[config.mk]
export PLATFORM = sky130hd
export DESIGN_NAME = ttfir_prog
export DESIGN_NICKNAME = d
export VERILOG_FILES = /design/src/rtl/ttfir_pkg.sv /design/src/rtl/ttfir_coef_bank.sv /design/src/rtl/ttfir_prog.sv
export SDC_FILE = /design/constraint.sdc
export NUM_CORES = 1
export LEC_CHECK = 0
export BUFFER_PORTS_ARGS = -buffer_cell sky130_fd_sc_hd__buf_2
export CORE_ASPECT_RATIO = 1.25
export CORE_MARGIN = 2
export CORE_UTILIZATION = 50
export DETAILED_ROUTE_END_ITERATION = 10
export PLACE_DENSITY = 0.65
export SYNTH_ARGS = -nofsm -noshare
export SYNTH_HDL_FRONTEND = slang
export SYNTH_SLANG_ARGS = --single-unit
[constraint.sdc]
create_clock -name clk -period 7.8 [get_ports clk]
set_input_delay 1.56 -clock clk [delete_from_list [all_inputs] [get_ports clk]]
set_output_delay 1.56 -clock clk [all_outputs]
set_load 0.05 [all_outputs]
[src/rtl/ttfir_pkg.sv]
// Shared types and width/narrowing helpers for the ttfir_prog FIR filter.
// Optional build macro: FIR_SAT_EN (saturating output narrowing instead of wrap).
package ttfir_pkg;

  typedef enum logic [1:0] {
    ST_IDLE = 2'd0,
    ST_LOAD = 2'd1,
    ST_RUN  = 2'd2
  } state_e;

  // Working width for the narrowing helper; must cover BW_ACC.
  localparam int unsigned NARROW_W = 32;

  // Accumulator width that holds the full N-tap sum of products without overflow.
  function automatic int unsigned acc_width(input int unsigned n_taps,
                                            input int unsigned bw_in,
                                            input int unsigned bw_coef);
    return bw_in + bw_coef + $clog2(n_taps);
  endfunction

  // Narrow a sign-extended value to bw_out bits: saturate or wrap.
  function automatic logic signed [NARROW_W-1:0] narrow(input logic signed [NARROW_W-1:0] s,
                                                        input int unsigned bw_out);
    logic signed [NARROW_W-1:0] r;
`ifdef FIR_SAT_EN
    logic signed [NARROW_W-1:0] hi;
    logic signed [NARROW_W-1:0] lo;
    hi = $signed((NARROW_W'(1) << (bw_out - 1)) - NARROW_W'(1));
    lo = ~hi;
    r  = (s > hi) ? hi : ((s < lo) ? lo : s);
`else
    r = (s <<< (NARROW_W - bw_out)) >>> (NARROW_W - bw_out);
`endif
    return r;
  endfunction

endpackage

[src/rtl/ttfir_coef_bank.sv]
// Coefficient shift chain with load counter; first word loaded ends in h[0].
module ttfir_coef_bank
  import ttfir_pkg::*;
#(
  parameter int unsigned N_TAPS  = 5,
  parameter int unsigned BW_COEF = 4
) (
  input  logic                             clk,
  input  logic                             rst,
  input  logic                             i_shift,
  input  logic                             i_start,
  input  logic [BW_COEF-1:0]               i_coef,
  output logic [N_TAPS-1:0][BW_COEF-1:0]   o_h,
  output logic                             o_last_c,
  output logic                             o_done
);

  localparam int unsigned CNT_W = $clog2(N_TAPS + 1);

  logic [N_TAPS-1:0][BW_COEF-1:0] r_h;
  logic [CNT_W-1:0]               r_cnt;
  logic [CNT_W-1:0]               w_cnt_next;
  logic                           r_done;

  // Count restarts at one on the first word of a new load sequence.
  always_comb begin
    w_cnt_next = i_start ? CNT_W'(1) : (r_cnt + CNT_W'(1));
    o_last_c   = i_shift && (w_cnt_next == CNT_W'(N_TAPS));
  end

  // Shift chain, word counter and done flag.
  always_ff @(posedge clk) begin
    if (!rst) begin
      r_h    <= '0;
      r_cnt  <= '0;
      r_done <= 1'b0;
    end else if (i_shift) begin
      r_h    <= {i_coef, r_h[N_TAPS-1:1]};
      r_cnt  <= w_cnt_next;
      r_done <= o_last_c;
    end
  end

  assign o_h    = r_h;
  assign o_done = r_done;

endmodule

[src/rtl/ttfir_prog.sv]
// Runtime-programmable N-tap FIR with load/run control and registered output.
// Optional build macro: FIR_SAT_EN (saturate instead of wrap when narrowing).
module ttfir_prog
  import ttfir_pkg::*;
#(
  parameter int unsigned N_TAPS  = 5,
  parameter int unsigned BW_IN   = 6,
  parameter int unsigned BW_COEF = 4,
  parameter int unsigned BW_OUT  = 8,
  parameter int unsigned SHIFT   = 0
) (
  input  logic               clk,
  input  logic               rst,
  input  logic               load_en,
  input  logic [BW_COEF-1:0] coef_in,
  input  logic               in_valid,
  input  logic [BW_IN-1:0]   x_in,
  output logic               coef_ready,
  output logic               y_valid,
  output logic [BW_OUT-1:0]  y_out
);

  localparam int unsigned BW_ACC = acc_width(N_TAPS, BW_IN, BW_COEF);

  state_e                         r_state;
  state_e                         w_state_nxt;
  logic                           w_shift;
  logic                           w_start;
  logic                           w_accept;
  logic                           w_last;
  logic                           w_done;
  logic [N_TAPS-1:0][BW_COEF-1:0] w_h;
  logic [N_TAPS-2:0][BW_IN-1:0]   r_dl;
  logic [N_TAPS-1:0][BW_IN-1:0]   w_taps;
  logic signed [BW_ACC-1:0]       w_acc;
  logic [BW_OUT-1:0]              w_y_nxt;
  logic                           r_y_valid;
  logic [BW_OUT-1:0]              r_y_out;

  ttfir_coef_bank #(
    .N_TAPS  (N_TAPS),
    .BW_COEF (BW_COEF)
  ) u_coef_bank (
    .clk      (clk),
    .rst      (rst),
    .i_shift  (w_shift),
    .i_start  (w_start),
    .i_coef   (coef_in),
    .o_h      (w_h),
    .o_last_c (w_last),
    .o_done   (w_done)
  );

  // FSM state register.
  always_ff @(posedge clk) begin
    if (!rst) r_state <= ST_IDLE;
    else      r_state <= w_state_nxt;
  end

  // FSM next-state logic.
  always_comb begin
    w_state_nxt = r_state;
    case (r_state)
      ST_IDLE: if (load_en) w_state_nxt = ST_LOAD;
      ST_LOAD: if (w_last)  w_state_nxt = ST_RUN;
      ST_RUN:  if (load_en) w_state_nxt = ST_LOAD;
      default: w_state_nxt = ST_IDLE;
    endcase
  end

  // FSM control strobes; a load request always beats a sample in RUN.
  always_comb begin
    w_shift  = 1'b0;
    w_start  = 1'b0;
    w_accept = 1'b0;
    case (r_state)
      ST_IDLE: begin
        w_shift = load_en;
        w_start = load_en;
      end
      ST_LOAD: w_shift = load_en;
      ST_RUN: begin
        w_shift  = load_en;
        w_start  = load_en;
        w_accept = in_valid && !load_en;
      end
      default: ;
    endcase
  end

  // Sample history; cleared whenever a new coefficient set starts loading.
  always_ff @(posedge clk) begin
    if (!rst || w_start) begin
      r_dl <= '0;
    end else if (w_accept) begin
      r_dl[0] <= x_in;
      for (int k = 1; k < int'(N_TAPS) - 1; k++) r_dl[k] <= r_dl[k-1];
    end
  end

  // Tap operands: current sample feeds h[0], history feeds the rest.
  always_comb begin
    w_taps[0] = x_in;
    for (int k = 1; k < int'(N_TAPS); k++) w_taps[k] = r_dl[k-1];
  end

  // Multiply-accumulate and output narrowing.
  always_comb begin
    w_acc = '0;
    for (int k = 0; k < int'(N_TAPS); k++) begin
      w_acc = w_acc + BW_ACC'($signed(w_h[k])) * BW_ACC'($signed(w_taps[k]));
    end
    w_y_nxt = BW_OUT'(narrow(NARROW_W'(w_acc >>> SHIFT), BW_OUT));
  end

  // Registered result; y_out holds between accepted samples.
  always_ff @(posedge clk) begin
    if (!rst) begin
      r_y_valid <= 1'b0;
      r_y_out   <= '0;
    end else begin
      r_y_valid <= w_accept;
      if (w_accept) r_y_out <= w_y_nxt;
    end
  end

  assign coef_ready = w_done;
  assign y_valid    = r_y_valid;
  assign y_out      = r_y_out;

endmodule

==> flow_metrics.env, run 1 <==
export IMPL_place_congestion=0.850
export IMPL_dr_first_iter_drc_count=232
export IMPL_cp_slowest_stage_delay_ns=0.57
export IMPL_maxCapViolCount=0
export IMPL_synth_edff_count=0
export IMPL_clk_latency_ns=0.33
export IMPL_rsz0062_at_grt="false"
export IMPL_cts_resized=0
export IMPL_fin_crit_ns=6.71
export IMPL_dieArea_um2=13100
export IMPL_worstPathRequired_ns=8.01
export IMPL_path_clk_slew_ns=0.06
export IMPL_setup_ws_ns=1.09
export IMPL_yosys_area_top_type="fa_1"
export IMPL_nets=830
export IMPL_yosys_register_bits=59
export IMPL_multiInputGateArea_um2=4370
export IMPL_ctsHoldBuffers=0
export IMPL_worstSetupEndpointType="flop"
export IMPL_coreArea_um2=12000
export IMPL_grt_max_degree=37
export IMPL_rows=45
export IMPL_critical_path_top_delay_family="adder cells"
export IMPL_vdd_drop_max_v=0.0000984
export IMPL_cts_sinks=59
export IMPL_async_reset_ff_share_pct=0
export IMPL_root_buffer="clkbuf_16"
export IMPL_setup_viol=0
export IMPL_wire_per_inst_um=16.3
export IMPL_synth_cell_types=45
export IMPL_slowest_stage="fa_1"
export IMPL_path_max_fanout=5
export IMPL_p_leak_nw=3.04
export IMPL_synthCells=673
export IMPL_grt_pass1_wl_um=23900
export IMPL_top_usage_layer="met2"
export IMPL_hpwl_um=11000
export IMPL_cts_htree_levels=3
export IMPL_wirelength_um=14000
export IMPL_yosysMostFrequentCell="nand2_1"
export IMPL_io_buffers=23
export IMPL_initial_utilization_pct=50.8
export IMPL_synthTopCellsByArea="fa_1 30%, dfxtp_1 19%, nand2_1 8.4%"
export IMPL_final_layout_size_suffix_gt1_share_pct=7.09
export IMPL_vias=4353
export IMPL_fillCellCount=1118
export IMPL_fin_crit_sh_pct=86.0
export IMPL_synth_fp_nets=817
export IMPL_viasPerCell=5.09
export IMPL_gr_usage_met2_pct=41.0
export IMPL_final_hold_violation_count=0
export IMPL_grt_use_total_pct=24.4
export IMPL_critical_path_buf_inv_count=3
export IMPL_grt_overflow=0
export IMPL_postCtsSetupBuffers=0
export IMPL_grt_pass1_vias=4702
export IMPL_die_w_um=103
export IMPL_relSlewSlack_pct=29.4
export IMPL_postRouteAntennaNets=0
export IMPL_cts_buffer_depth=2
export IMPL_synth_area_um2=6090
export IMPL_yosysWarnings=0
export IMPL_antenna_cells=0
export IMPL_fmax_mhz=149
export IMPL_numCtsBuffers=9
export IMPL_status="finished clean"
export IMPL_critPathLaunchType="input pin"
export IMPL_yosysSeqAreaShare_pct=19.4
export IMPL_critical_path_class="input pin to flop"
export IMPL_place_ws_ns=0.722
export IMPL_ys_flop_type="dfxtp_1"
export IMPL_synth_commonest_cells="137 x nand2_1, 108 x inv_1, 91 x fa_1"
export IMPL_route_detailed_drc=0
export IMPL_antenna_found_initial=0
export IMPL_fp_dieH_um=127
export IMPL_groute_layer_met1_usage_pct=29.2
export IMPL_critPathArrivalTime_ns=6.92
export IMPL_cts_tree="built"
export IMPL_syn2layout_area_growth_pct=8.54
export IMPL_fin_setup_tns_ns=0
export IMPL_worstMarginPinSlew_ns=1.06
export IMPL_hold_class="flop to flop"
export IMPL_skew_ns=0.00718
export IMPL_register_area_um2=1180
export IMPL_cp_common_cell="fa_1"
export IMPL_drtPass1Iterations=5
export IMPL_whs_ns=0.449
export IMPL_yosysTopAreaCellShare_pct=29.9
export IMPL_io_pins=24
export IMPL_grtUsageMet3_pct=4.27
export IMPL_power_density_nw_per_um2=122
export IMPL_syn_area_per_cell_um2=9.05
export IMPL_path_cells="buf_2 > and2_1 > fa_1 > fa_1 > inv_1 > fa_1 > inv_1 > fa_1 > fa_1 > fa_1 > fa_1 > ha_1 > a211oi_1 > o21bai_1 > a21oi_4 > xnor3_1 > xnor3_1 > a21oi_1"
export IMPL_drv_slew=0
## path summary, 6_finish.rpt
check | end | slack, ns | cells past startpoint | startpoint
max | y_out[7] | 1.09 | 18 | x_in[2]
max reg2reg | y_out[7] | 1.85 | 20 | u_coef_bank.o_h[16]
min reg2reg | y_out[1] | 0.45 | 2 | y_out[1]
min | y_out[1] | 0.45 | 2 | y_out[1]
## final cells by class
class / instances / area share, %
Sequential cell: 59 / 17.9
Inverter: 108 / 6.13
Timing Repair Buffer: 25 / 1.97
Tap cell: 164 / 3.10
Multi-Input combinational cell: 483 / 66.1
Clock buffer: 12 / 3.73
Clock inverter: 4 / 1.12
## state kept, by name, indices dropped and copies added (netlist names)
signal,flops
u_coef_bank.o_h,20
r_state,2
u_coef_bank.r_cnt,3
u_coef_bank.o_done,1
r_dl,24
y_out,8
y_valid,1
## stage by stage
stage / instances / area, µm² / util (%) / power, mW
4_1_cts: 855 / 6610 / 55.1 / 0.817
6_report: 855 / 6610 / 55.1 / 0.808
2_1_floorplan: 673 / 6090 / - / 0.362
3_5_place_dp: 839 / 6290 / 52.5 / 0.382
5_1_grt: 855 / 6610 / 55.1 / 0.839
3_3_place_gp: 839 / 6290 / 52.5 / 0.380
## worst register-to-register path, delay by kind of cell (launching register included)
family          cells  cell delay (ns)
compound gates      4             0.54
xor+xnor            2             0.58
fa+ha+maj           8             3.68
buf+inv             5             0.32
flops               1             0.52
simple gates        1             0.24
## metal layers
| layer | share of wire [%] | routed length (µm) | up-vias |
|---|---|---|---|
| met4 | 5.7 | 796 | 0 |
| met1 | 39 | 5420 | 2142 |
| met5 | 0 | 0 | - |
| met3 | 4.0 | 561 | 42 |
| met2 | 51 | 7190 | 111 |
| li1 | - | - | 2058 |
## power breakdown
part	leakage, nW	switching (mW)	total (mW)	internal, mW
Clock	0.157	0.144	0.432	0.288
Combinational	2.40	0.0371	0.0634	0.0263
Sequential	0.477	0.00723	0.312	0.305
## layout by cell type, fill, tap and decap left out, types with 3 or more instances in the layout
master     instances
nor2b_1           15
buf_2             23
dfxtp_1           59
clkbuf_16          9
inv_1            108
and2_2             5
xor2_1             7
a21boi_0          22
nand2_1          137
xnor2_1           27
nor2_1             6
a21oi_1           30
fa_1              91
nand2b_1          10
o21ai_0            5
and2_1            58
xnor3_1            3
ha_1              39
## logic make-up after synthesis
| logic type | count (synthesis) | synth area share [%] |
|---|---|---|
| xor gates and xnor gates | 40 | 7.11 |
| muxes | 1 | 0.164 |
| buffers and inverters | 131 | 8.87 |
| and+or+nand+nor | 240 | 19.0 |
| DFF | 59 | 19.4 |
| adders and majority gates | 131 | 38.1 |
| AOI/OAI and AO/OA | 71 | 7.41 |
Note: power is estimated with default switching activity, not from simulation.
==> inputs of run 2 (changes only) <==
RECOVER_POWER = 50   (was not set)
==> run 2 against run 1 <==
  * Worst setup slack better by 0.0017 ns
  * Total power rose by 0.12%
  * Worst hold slack better by 0.0022 ns
  * First-iteration DRC count down 5.2%
  * Register-to-register slack hardly changed
  * Clock power hardly changed
  * Sequential cell count is the same
  * Routed wire length hardly changed
  * Sequential power is essentially flat
  * Count of clock-buffer cells in the layout is the same
  * Non-clock buffer count is the same
  * Highest routed layer unchanged
  * Critical path depth is the same
==> flow_metrics.env, run 2 (synthesis results as in run 1) <==
export IMPL_antenna_found_initial=0
export IMPL_initial_utilization_pct=50.8
export IMPL_setup_viol=0
export IMPL_syn2layout_area_growth_pct=8.32
export IMPL_hold_class="flop to flop"
export IMPL_cts_htree_levels=3
export IMPL_final_hold_violation_count=0
export IMPL_grt_pass1_vias=4702
export IMPL_path_max_fanout=5
export IMPL_grt_overflow=0
export IMPL_critPathLaunchType="input pin"
export IMPL_critPathLaunch="x_in[2]"
export IMPL_postCtsSetupBuffers=0
export IMPL_power_total_uw=809
export IMPL_fmax_mhz=149
export IMPL_drv_slew=0
export IMPL_fillCellCount=1120
export IMPL_numCtsBuffers=9
export IMPL_place_congestion=0.850
export IMPL_critical_path_class="input pin to flop"
export IMPL_root_buffer="clkbuf_16"
export IMPL_ctsHoldBuffers=0
export IMPL_finish_utilization_pct=55.0
export IMPL_drtPass1Iterations=5
export IMPL_final_layout_size_suffix_gt1_share_pct=5.50
export IMPL_io_pins=24
export IMPL_cts_resized=0
export IMPL_skew_ns=0.00718
export IMPL_status="finished clean"
export IMPL_die_w_um=103
export IMPL_io_buffers=23
export IMPL_hpwl_um=11000
export IMPL_maxCapViolCount=0
export IMPL_cts_buffer_depth=2
export IMPL_relSlewSlack_pct=15.0
export IMPL_fin_crit_sh_pct=86.0
export IMPL_grt_max_degree=37
export IMPL_worstMarginPinSlew_ns=1.28
export IMPL_antenna_cells=0
export IMPL_fin_setup_tns_ns=0
export IMPL_critPathArrivalTime_ns=6.92
export IMPL_fin_area_um2=6600
export IMPL_dr_first_iter_drc_count=220
export IMPL_r2r_start="u_coef_bank.o_h[16]"
export IMPL_vdd_drop_max_v=0.0000990
export IMPL_worstSetupEndpointType="flop"
export IMPL_dieArea_um2=13100
export IMPL_cts_sinks=59
export IMPL_coreArea_um2=12000
export IMPL_fp_dieH_um=127
export IMPL_worstPathRequired_ns=8.01
export IMPL_viasPerCell=5.07
export IMPL_layout_commonest_cell="nand2_1"
export IMPL_postRouteAntennaNets=0
export IMPL_power_density_nw_per_um2=123
export IMPL_grt_pass1_wl_um=23900
export IMPL_cts_tree="built"
export IMPL_placed_area_um2=6290
export IMPL_nets=830
export IMPL_wire_per_inst_um=16.3
export IMPL_p_leak_nw=2.99
export IMPL_final_cell_mix="137 x nand2_1, 108 x inv_1, 91 x fa_1, 59 x dfxtp_1, 57 x and2_1"
export IMPL_whs_ns=0.451
export IMPL_wirelength_um=14000
export IMPL_rsz0062_at_grt="false"
export IMPL_clk_latency_ns=0.34
export IMPL_grt_use_total_pct=24.4
export IMPL_rows=45
export IMPL_top_register="r_dl"
export IMPL_min_from="y_out[1]"
export IMPL_path_clk_slew_ns=0.06
export IMPL_fin_crit_ns=6.71
export IMPL_vias=4337
export IMPL_largest_reg_flops=24
export IMPL_route_detailed_drc=0
## run 2: changes by cell type in the layout (fill, tap and decap cells not counted), sizes merged
cell    before  now
clkbuf      12   23
buf         25   14
## run 2: final timing paths
check	cells after the start	slack, ns	to
worst max-delay path	18	1.09	y_out[7]
worst min-delay path	2	0.45	y_out[1]
worst max register to register	20	1.85	y_out[7]
worst min register to register	2	0.45	y_out[1]
## run 2: stage by stage
stage                     std cells  worst slack [ns]
after floorplan                 673              1.14
after global placement          839             0.843
after detailed placement        839             0.722
after CTS                       855              1.09
after global routing            855             0.861
final                           855              1.09
## run 2: layout make-up
cell class,count,area [µm²],share of cell area [%]
Clock buffer,12,246,3.74
Clock inverter,4,73.8,1.12
Inverter,108,405,6.14
Timing Repair Buffer,25,116,1.76
Multi-Input combinational cell,483,4370,66.2
Tap cell,164,205,3.11
Sequential cell,59,1180,17.9
## run 2: critical path: stages
cell and delay [ns]:
buf_2 0.14, and2_1 0.16, fa_1 0.50, fa_1 0.52, inv_1 0.05, fa_1 0.47, inv_1 0.06, fa_1 0.48
fa_1 0.57, fa_1 0.43, fa_1 0.46, ha_1 0.26, a211oi_1 0.26, o21bai_1 0.17, a21oi_4 0.15, xnor3_1 0.40
xnor3_1 0.21, a21oi_1 0.06
## run 2: where the power goes
| group | internal, mW | leakage (nW) | switching [mW] |
|---|---|---|---|
| Sequential | 0.305 | 0.477 | 0.00723 |
| Clock | 0.288 | 0.157 | 0.145 |
| Combinational | 0.0264 | 2.36 | 0.0372 |
## run 2: per-layer routing
layer	up-vias	track usage, %	wire [µm]
met5	-	0	0
met4	0	13.7	784
met3	40	4.27	502
met2	103	41.0	7190
met1	2137	29.2	5500
li1	2057	-	-
==> inputs of run 3 (changes only) <==
BUFFER_PORTS_ARGS = not set   (was -buffer_cell sky130_fd_sc_hd__buf_2)
DONT_BUFFER_PORTS = 1   (was not set)
PLACE_DENSITY = 0.63   (was 0.65)
==> run 3 against run 2 <==
  * Sequential share of layout area is 0.27 points higher
  * Sequential cell count stayed put
  * Total power is 0.74% lower
  * Register-to-register slack worse by 0.02 ns
  * Final area is 1.5% lower
  * Clock power hardly changed
  * First-iteration DRC count is 1.8% lower
  * Maximum frequency is 1.6% higher
  * Critical path depth is 1 lower
  * Via count is 5.6% lower
  * Count of clock-buffer cells in the layout is 3 lower
  * Routed wire length is 2.6% lower
  * Critical endpoint unchanged
==> flow_metrics.env, run 3 (synthesis results as in run 1) <==
export IMPL_status="finished clean"
export IMPL_wirelength_um=13600
export IMPL_final_cell_mix="137 x nand2_1, 108 x inv_1, 91 x fa_1, 59 x dfxtp_1, 56 x and2_1"
export IMPL_fp_dieH_um=127
export IMPL_cp_depth=17
export IMPL_drtPass1Iterations=4
export IMPL_cts_tree="built"
export IMPL_worstPathRequired_ns=8.01
export IMPL_route_detailed_drc=0
export IMPL_fin_crit_sh_pct=84.6
export IMPL_root_buffer="clkbuf_16"
export IMPL_grt_overflow=0
export IMPL_io_buffers=0
export IMPL_fillCellCount=1098
export IMPL_wire_per_inst_um=16.4
export IMPL_power_density_nw_per_um2=123
export IMPL_critPathArrivalTime_ns=6.81
export IMPL_grt_pass1_vias=4537
export IMPL_path_max_fanout=5
export IMPL_place_ws_ns=0.882
export IMPL_p_leak_nw=2.92
export IMPL_hold_class="flop to flop"
export IMPL_cts_sinks=59
export IMPL_fin_setup_tns_ns=0
export IMPL_io_pins=24
export IMPL_relSlewSlack_pct=22.6
export IMPL_critPathLaunch="x_in[3]"
export IMPL_viasPerCell=4.92
export IMPL_setup_ws_ns=1.20
export IMPL_rsz0062_at_grt="false"
export IMPL_fin_cells=832
export IMPL_layout_commonest_cell="nand2_1"
export IMPL_grt_pass1_wl_um=23000
export IMPL_cp_common_cell="fa_1"
export IMPL_nets=807
export IMPL_rows=45
export IMPL_cts_buffer_depth=2
export IMPL_cts_htree_levels=3
export IMPL_hpwl_um=11000
export IMPL_ctsHoldBuffers=0
export IMPL_final_layout_size_suffix_gt1_share_pct=4.19
export IMPL_path_clk_slew_ns=0.05
export IMPL_reg2reg_depth=20
export IMPL_grt_use_total_pct=23.5
export IMPL_slowest_stage="fa_1"
export IMPL_critPathLaunchType="input pin"
export IMPL_drv_slew=0
export IMPL_fin_crit_ns=6.60
export IMPL_min_from="r_dl[17]"
export IMPL_maxCapViolCount=0
export IMPL_dieArea_um2=13100
export IMPL_syn2layout_area_growth_pct=6.74
export IMPL_place_inst=816
export IMPL_cts_resized=0
export IMPL_top_register="r_dl"
export IMPL_critical_path_top_delay_family="adder cells"
export IMPL_clk_latency_ns=0.34
export IMPL_worstMarginPinSlew_ns=1.16
export IMPL_skew_ns=0.00346
export IMPL_critical_path_class="input pin to flop"
export IMPL_vdd_drop_max_v=0.000116
export IMPL_vias=4096
export IMPL_die_w_um=103
export IMPL_fmax_mhz=152
export IMPL_whs_path_depth=2
export IMPL_final_hold_violation_count=0
export IMPL_r2r_start="u_coef_bank.o_h[16]"
export IMPL_initial_utilization_pct=50.8
export IMPL_grt_max_degree=37
export IMPL_largest_reg_flops=24
export IMPL_place_congestion=0.865
export IMPL_setup_viol=0
export IMPL_worstSetupEndpointType="flop"
export IMPL_cp_slowest_stage_delay_ns=0.57
export IMPL_postRouteAntennaNets=0
export IMPL_critical_path_buf_inv_count=2
export IMPL_numCtsBuffers=9
export IMPL_antenna_found_initial=0
export IMPL_dr_first_iter_drc_count=216
export IMPL_coreArea_um2=12000
export IMPL_antenna_cells=0
export IMPL_path_cells="and2_1 > fa_1 > inv_1 > fa_1 > fa_1 > inv_1 > fa_1 > fa_1 > fa_1 > fa_1 > ha_1 > a211oi_1 > o21bai_1 > a21oi_4 > xnor3_1 > xnor3_1 > a21oi_1"
export IMPL_postCtsSetupBuffers=0
## run 3: metal layers
layer | track usage [%] | vias up | share of wire (%)
li1 | - | 2007 | -
met4 | 10.1 | 0 | 3.3
met5 | 0 | - | 0
met1 | 28.8 | 1990 | 40
met2 | 40.8 | 74 | 53
met3 | 3.56 | 25 | 3.2
## run 3: area by class of cell
class / instances / area, µm² / area share (%)
Tap cell: 164 / 205 / 3.16
Clock inverter: 7 / 100 / 1.54
Inverter: 108 / 405 / 6.23
Timing Repair Buffer: 2 / 15.0 / 0.231
Clock buffer: 9 / 225 / 3.46
Multi-Input combinational cell: 483 / 4370 / 67.2
Sequential cell: 59 / 1180 / 18.2
## run 3: report_power, final
part / internal, mW / total (mW) / switching (mW)
combinational: 0.0244 / 0.0559 / 0.0316
clock: 0.281 / 0.435 / 0.154
sequential: 0.305 / 0.312 / 0.00705
## run 3: path summary, 6_finish.rpt
kind                                 end  slack [ns]
worst min-delay path            r_dl[23]        0.50
worst max-delay path            y_out[7]        1.20
worst max register to register  y_out[7]        1.83
worst min register to register  r_dl[23]        0.50
## run 3: through the flow
stage / utilization, % / hold WS, ns / area [µm²] / total power [mW]
after floorplan: - / 0.458 / 6090 / 0.362
after global placement: 51.5 / 0.478 / 6180 / 0.373
after detailed placement: 51.5 / 0.493 / 6180 / 0.375
after CTS: 54.2 / 0.500 / 6500 / 0.812
after global routing: 54.2 / 0.518 / 6500 / 0.829
final: 54.2 / 0.500 / 6500 / 0.803
## run 3: worst register-to-register path: cells and delay by family (launching register included)
family | cells | cell delay, ns
buffers and inverters | 5 | 0.32
and+or+nand+nor | 1 | 0.23
adders and majority gates | 8 | 3.71
DFF | 1 | 0.51
xor gates and xnor gates | 2 | 0.61
AOI/OAI and AO/OA | 4 | 0.48
